--- src/rtl/row_sel_encoder_pkg.sv ---
// Shared types and helpers for the row-select encoder.
// Optional onehot checking is enabled by defining ROW_SEL_ENCODER_ONEHOT_CHK_EN.
package row_sel_encoder_pkg;

  localparam int N_ROWS_DEFAULT = 8;
  // Widest request vector the lowest-set-bit helper handles.
  localparam int MAX_ROWS = 32;
  localparam int MAX_AW   = 5;

  typedef enum logic [0:0] {
    IDLE = 1'b0,
    EMIT = 1'b1
  } state_t;

  // Index of the lowest set bit; 0 when no bit is set.
  function automatic logic [MAX_AW-1:0] lsb_index(input logic [MAX_ROWS-1:0] vec);
    logic [MAX_AW-1:0] idx;
    idx = '0;
    for (int i = MAX_ROWS - 1; i >= 0; i--) begin
      if (vec[i]) idx = MAX_AW'(i);
    end
    return idx;
  endfunction

endpackage

--- src/rtl/row_sel_encoder_prio_enc_lsb.sv ---
// Combinational LSB-first priority encoder: index of lowest set bit plus any-bit flag.
// Supports N_ROWS up to row_sel_encoder_pkg::MAX_ROWS.
module prio_enc_lsb
  import row_sel_encoder_pkg::*;
#(
  parameter int N_ROWS = N_ROWS_DEFAULT,
  localparam int AW = $clog2(N_ROWS)
) (
  input  logic [N_ROWS-1:0] vec,
  output logic [AW-1:0]     index,
  output logic              any
);

  logic [MAX_ROWS-1:0] vec_ext;

  assign vec_ext = MAX_ROWS'(vec);
  assign index   = AW'(lsb_index(vec_ext));
  assign any     = |vec;

endmodule

--- src/rtl/row_sel_encoder.sv ---
// Serialises a captured row request vector into ascending binary row addresses
// over a valid/ready handshake. Define ROW_SEL_ENCODER_ONEHOT_CHK_EN to add onehot_err.
module row_sel_encoder
  import row_sel_encoder_pkg::*;
#(
  parameter int N_ROWS = N_ROWS_DEFAULT,
  localparam int AW = $clog2(N_ROWS)
) (
  input  logic              clk,
  input  logic              rst_n,
  input  logic              nen,
  input  logic              load,
  input  logic [N_ROWS-1:0] req,
  output logic [AW-1:0]     addr,
  output logic              addr_valid,
  input  logic              addr_ready,
  output logic              busy,
  output logic              done
`ifdef ROW_SEL_ENCODER_ONEHOT_CHK_EN
  ,
  output logic              onehot_err
`endif
);

  state_t            state_reg, state_next;
  logic [N_ROWS-1:0] pending_reg, pending_next, pending_cleared;
  logic              done_reg, done_next;
  logic [AW-1:0]     lsb_idx;
  logic              lsb_any;
  logic              in_emit;

  prio_enc_lsb #(.N_ROWS(N_ROWS)) u_prio (
    .vec   (pending_reg),
    .index (lsb_idx),
    .any   (lsb_any)
  );

  assign in_emit         = (state_reg == EMIT);
  assign pending_cleared = pending_reg & ~(N_ROWS'(1) << lsb_idx);
  assign addr_valid      = in_emit & lsb_any;
  assign addr            = addr_valid ? lsb_idx : '0;
  assign busy            = in_emit;
  assign done            = done_reg;

  always_comb begin
    state_next   = state_reg;
    pending_next = pending_reg;
    done_next    = 1'b0;
    case (state_reg)
      IDLE: begin
        if (load && !nen && (req != '0)) begin
          pending_next = req;
          state_next   = EMIT;
        end
      end
      EMIT: begin
        // Abort takes priority over a transfer in the same cycle.
        if (nen) begin
          pending_next = '0;
          state_next   = IDLE;
        end else if (addr_valid && addr_ready) begin
          pending_next = pending_cleared;
          if (pending_cleared == '0) begin
            state_next = IDLE;
            done_next  = 1'b1;
          end
        end
      end
      default: begin
        pending_next = '0;
        state_next   = IDLE;
      end
    endcase
  end

  always_ff @(posedge clk or negedge rst_n) begin
    if (!rst_n) begin
      state_reg   <= IDLE;
      pending_reg <= '0;
      done_reg    <= 1'b0;
    end else begin
      state_reg   <= state_next;
      pending_reg <= pending_next;
      done_reg    <= done_next;
    end
  end

`ifdef ROW_SEL_ENCODER_ONEHOT_CHK_EN
  logic capture;
  logic onehot_err_reg;

  // Any accepted load, including an all-zero one, refreshes the flag.
  assign capture = (state_reg == IDLE) & load & ~nen;

  always_ff @(posedge clk or negedge rst_n) begin
    if (!rst_n) begin
      onehot_err_reg <= 1'b0;
    end else if (capture) begin
      onehot_err_reg <= !((req != '0) && ((req & (req - N_ROWS'(1))) == '0));
    end
  end

  assign onehot_err = onehot_err_reg;
`endif

endmodule

--- config.mk ---
export PLATFORM = sky130hd
export DESIGN_NAME = row_sel_encoder
export DESIGN_NICKNAME = d
export VERILOG_FILES = /design/src/rtl/row_sel_encoder_pkg.sv /design/src/rtl/row_sel_encoder_prio_enc_lsb.sv /design/src/rtl/row_sel_encoder.sv
export SDC_FILE = /design/constraint.sdc
export NUM_CORES = 1
export LEC_CHECK = 0
export CAP_MARGIN = 20
export CELL_PAD_IN_SITES_DETAIL_PLACEMENT = 1
export CELL_PAD_IN_SITES_GLOBAL_PLACEMENT = 2
export CORE_MARGIN = 4
export CORE_UTILIZATION = 27
export DETAILED_ROUTE_END_ITERATION = 6
export PLACE_DENSITY_LB_ADDON = 0.1
export SLEW_MARGIN = 20
export SYNTH_ARGS = -nofsm -noshare
export SYNTH_HDL_FRONTEND = slang
export SYNTH_SLANG_ARGS = --single-unit
--- constraint.sdc ---
create_clock -name clk -period 2.5 [get_ports clk]
set_input_delay 0.5 -clock clk [delete_from_list [all_inputs] [get_ports clk]]
set_output_delay 0.5 -clock clk [all_outputs]
set_load 0.005 [all_outputs]
==> results of run 1 <==
area by class of cell:
type,instances,area share [%]
clock buffer,3,2.34
multi-input combinational,55,40.6
timing repair buffer,27,26.0
inverter,3,1.17
sequential,10,26.2
tap,28,3.64
power breakdown:
group	switching, mW	leakage, nW	internal (mW)	total (mW)
Combinational	0.233	0.277	0.251	0.484
Sequential	0.0548	0.128	0.209	0.264
Clock	0.0647	0.0138	0.0557	0.120
Total	0.353	0.419	0.516	0.869
layout by cell type, fill, tap and decap left out, drive strengths merged:
| cell | synthesis | final |
|---|---|---|
| a32o | 2 | 2 |
| o211ai | 1 | 1 |
| nand3 | 3 | 3 |
| nor2 | 6 | 6 |
| dlymetal6s2s | 0 | 1 |
| o21bai | 2 | 2 |
| a22oi | 1 | 1 |
| a2111oi | 2 | 2 |
| a21o | 1 | 1 |
| o21ai | 3 | 3 |
| clkdlybuf4s50 | 0 | 17 |
| a21oi | 4 | 4 |
| nor2b | 1 | 1 |
| a32oi | 1 | 1 |
| o311ai | 1 | 1 |
| a221o | 3 | 3 |
| and3 | 3 | 3 |
| dfrtp | 10 | 10 |
| nor3b | 1 | 1 |
| nand2b | 3 | 3 |
| nand2 | 6 | 6 |
| o311a | 1 | 1 |
| a22o | 1 | 1 |
| buf | 3 | 9 |
| or3 | 1 | 1 |
| o21a | 1 | 1 |
| nor4 | 1 | 1 |
| inv | 3 | 3 |
| o2bb2ai | 1 | 1 |
| or4 | 4 | 4 |
| nor3 | 1 | 1 |
| clkbuf | 0 | 3 |
layer usage:
metal | share of wire (%) | up-vias
met4 | 0.56 | 0
met5 | 0 | -
met3 | 6.5 | 2
li1 | - | 333
met1 | 47 | 335
met2 | 45 | 18
path summary, 6_finish.rpt:
| path | start | end | depth (start not counted) |
|---|---|---|---|
| worst max-delay path | pending_reg[0]$_DFFE_PN0P_ | addr_valid | 3 |
| worst min-delay path | rst_n | pending_reg[5]$_DFFE_PN0P_ | 1 |
| worst max register to register | pending_reg[0]$_DFFE_PN0P_ | pending_reg[3]$_DFFE_PN0P_ | 5 |
| worst min register to register | pending_reg[7]$_DFFE_PN0P_ | pending_reg[7]$_DFFE_PN0P_ | 1 |
| max in group asynchronous | rst_n | pending_reg[7]$_DFFE_PN0P_ | 1 |
| min in group clk | pending_reg[7]$_DFFE_PN0P_ | pending_reg[7]$_DFFE_PN0P_ | 1 |
cell families (layout without fill, tap and decap cells):
kind of cell | after synthesis | in the layout | share of synthesized area [%]
flops | 10 | 10 | 36.8
buf+inv | 6 | 33 | 6.63
compound gates | 25 | 25 | 32.0
simple gates | 30 | 30 | 24.5
metrics by stage:
stage                     util, %  hold slack [ns]  setup WS (ns)  instance area, um^2  total power, mW
after floorplan                 -            0.204          0.619                  679            0.553
after global placement       39.4            0.554          0.270                  906            0.709
after detailed placement     39.4            0.578          0.224                  906            0.711
after CTS                    41.4            0.592        0.00250                  952            0.865
after global routing         41.9            0.608         0.0821                  963            0.927
final                        41.9            0.571          0.122                  963            0.869
repair_timing:
action	in CTS	in global routing
setup buffers	2	1
endpoints found under the setup margin	1	1
resized for setup	3	2
==> impl_results.md, run 1 <==
- I/O pins: 19
- Fin. Hold Viols: 0
- Synth top area share: 36.8%
- Clock sinks: 10
- First-pass GRT wire length: 3.52 mm
- Reg2Reg Setup Slack: 0.65 ns
- DR WL/cell: 17.0 um
- Die Span X: 58.2 um
- Antenna Violating Nets Remaining: 0
- Pleak: 0.419 nW
- Via count: 688
- DR pass1 iterations: 4
- Gate Count Post-Synth: slightly above 70
- CP Launch Type: register
- Area of the multi-input gates: 392 um^2
- Crit Path Category: register to primary output
- Leading area contributor after synthesis: dfrtp_1
- Slew HR: 60.9%
- Final Non-Filler Cells: 126
- Max FO, Critical Path: 6
- Top FF cell, synth: dfrtp_1
- Initial Util: between 20% and 30%
- Clock skew: 0.00230 ns
- Fmax achieved: 421 MHz
- H-tree levels: 1
- Vias in the first global route: 703
- First DRT Iteration DRCs: 16
- Seq/Total Area, Yosys: 36.8%
- CTS tree: done
- Antenna Cells: 0
- Register area: roughly 250 um^2
- Clock transition at path regs: around 0.08 ns
- Fin crit share: 95.1%
- CTS hold repair buffers: 0
- Fillers: 281
- Unrepaired setup endpoints after global routing: false
- PortBufs: 18
- Met3 usage: 2.90%
- Worst Path Buf+Inv: 1
- Met1 Resource Use GR: between 10% and 20%
- Hold WC Path Type: input pin to async pin
- Distinct cell type count after synthesis: 33
- #FFs+latches synth: 10
- Core Region: 0.00230 mm^2
- Die area: 0.00338 mm^2
- Post-synth EDFFs: 0
- Largest net degree at the start of global routing: 12
- Count leader, synth: dfrtp_1
- Syn Area/Cell: 9.57 um^2
- Maximum buffer depth of the clock tree: 2
- CP max-delay cell: or4_4
- Ys async rst share: 100%
- Layout cells sized above 1: 23.5%
- Slew @ Worst Pin: 0.586 ns
- Crit end category: primary output
- Clk Latency, worst-skew pair: 0.27 ns
- # rows: 17
- Critical path cell sequence: or4_4 -> o21a_1 -> clkdlybuf4s50_1
- # DRC: 0
- Worst path top cell family by delay: simple AND/OR/NAND/NOR gates
- TritonCTS Buffers: 3
- Pwr dens: around 900 mW/mm^2
- Critical path arrival: 1.88 ns
- Post-synthesis cell area: roughly 680 um^2
- GRT Total Usage: about 14%
- Routed vias/inst: about 5.5
- Largest register FFs: 8
- HPWL reported at the end of detailed placement: roughly 1.6 mm
- Outcome: complete, no violations
- Die height: between 50 and 60 um
- Initial antenna violation count: 0
- GR Util met2: a little under a quarter
- Top cells by area, synth: dfrtp_1 37%, buf_6 5.0%, or4_1 4.4%
- Final Net Count: 113
- Minimum clock period: 2.38 ns
- Area Growth Syn to Fin: 41.8%
- List of most frequent post-synthesis cells: 10 x dfrtp_1, 6 x nand2_1, 6 x nor2_1
- Syn nets: between 80 and 90
- YS warnings: 0
- Final setup viols: 0
- Grt total ovfl: 0
- Critical Path RT: 2.00 ns
- Maximum vdd ir drop: 0.000300 V
- Dpl cells: 120
- Fin. max-slew vios: 0
- # Max-Cap Violations: 0
- Setup_tns: 0 ns
- Total Wirelength: 2.14 mm
- GR peak layer: met2
- Crit-path max cell delay: 0.51 ns
- Root buffer cell: clkbuf_4
- RePlAce Congestion: 0.725
No activity file was read; power rests on OpenSTA's default activity.
==> inputs of run 2 (changes only) <==
- GPL_ROUTABILITY_DRIVEN: default -> 0
==> results of run 2 <==
Final layout, timing and power as in run 1 (identical DEF).
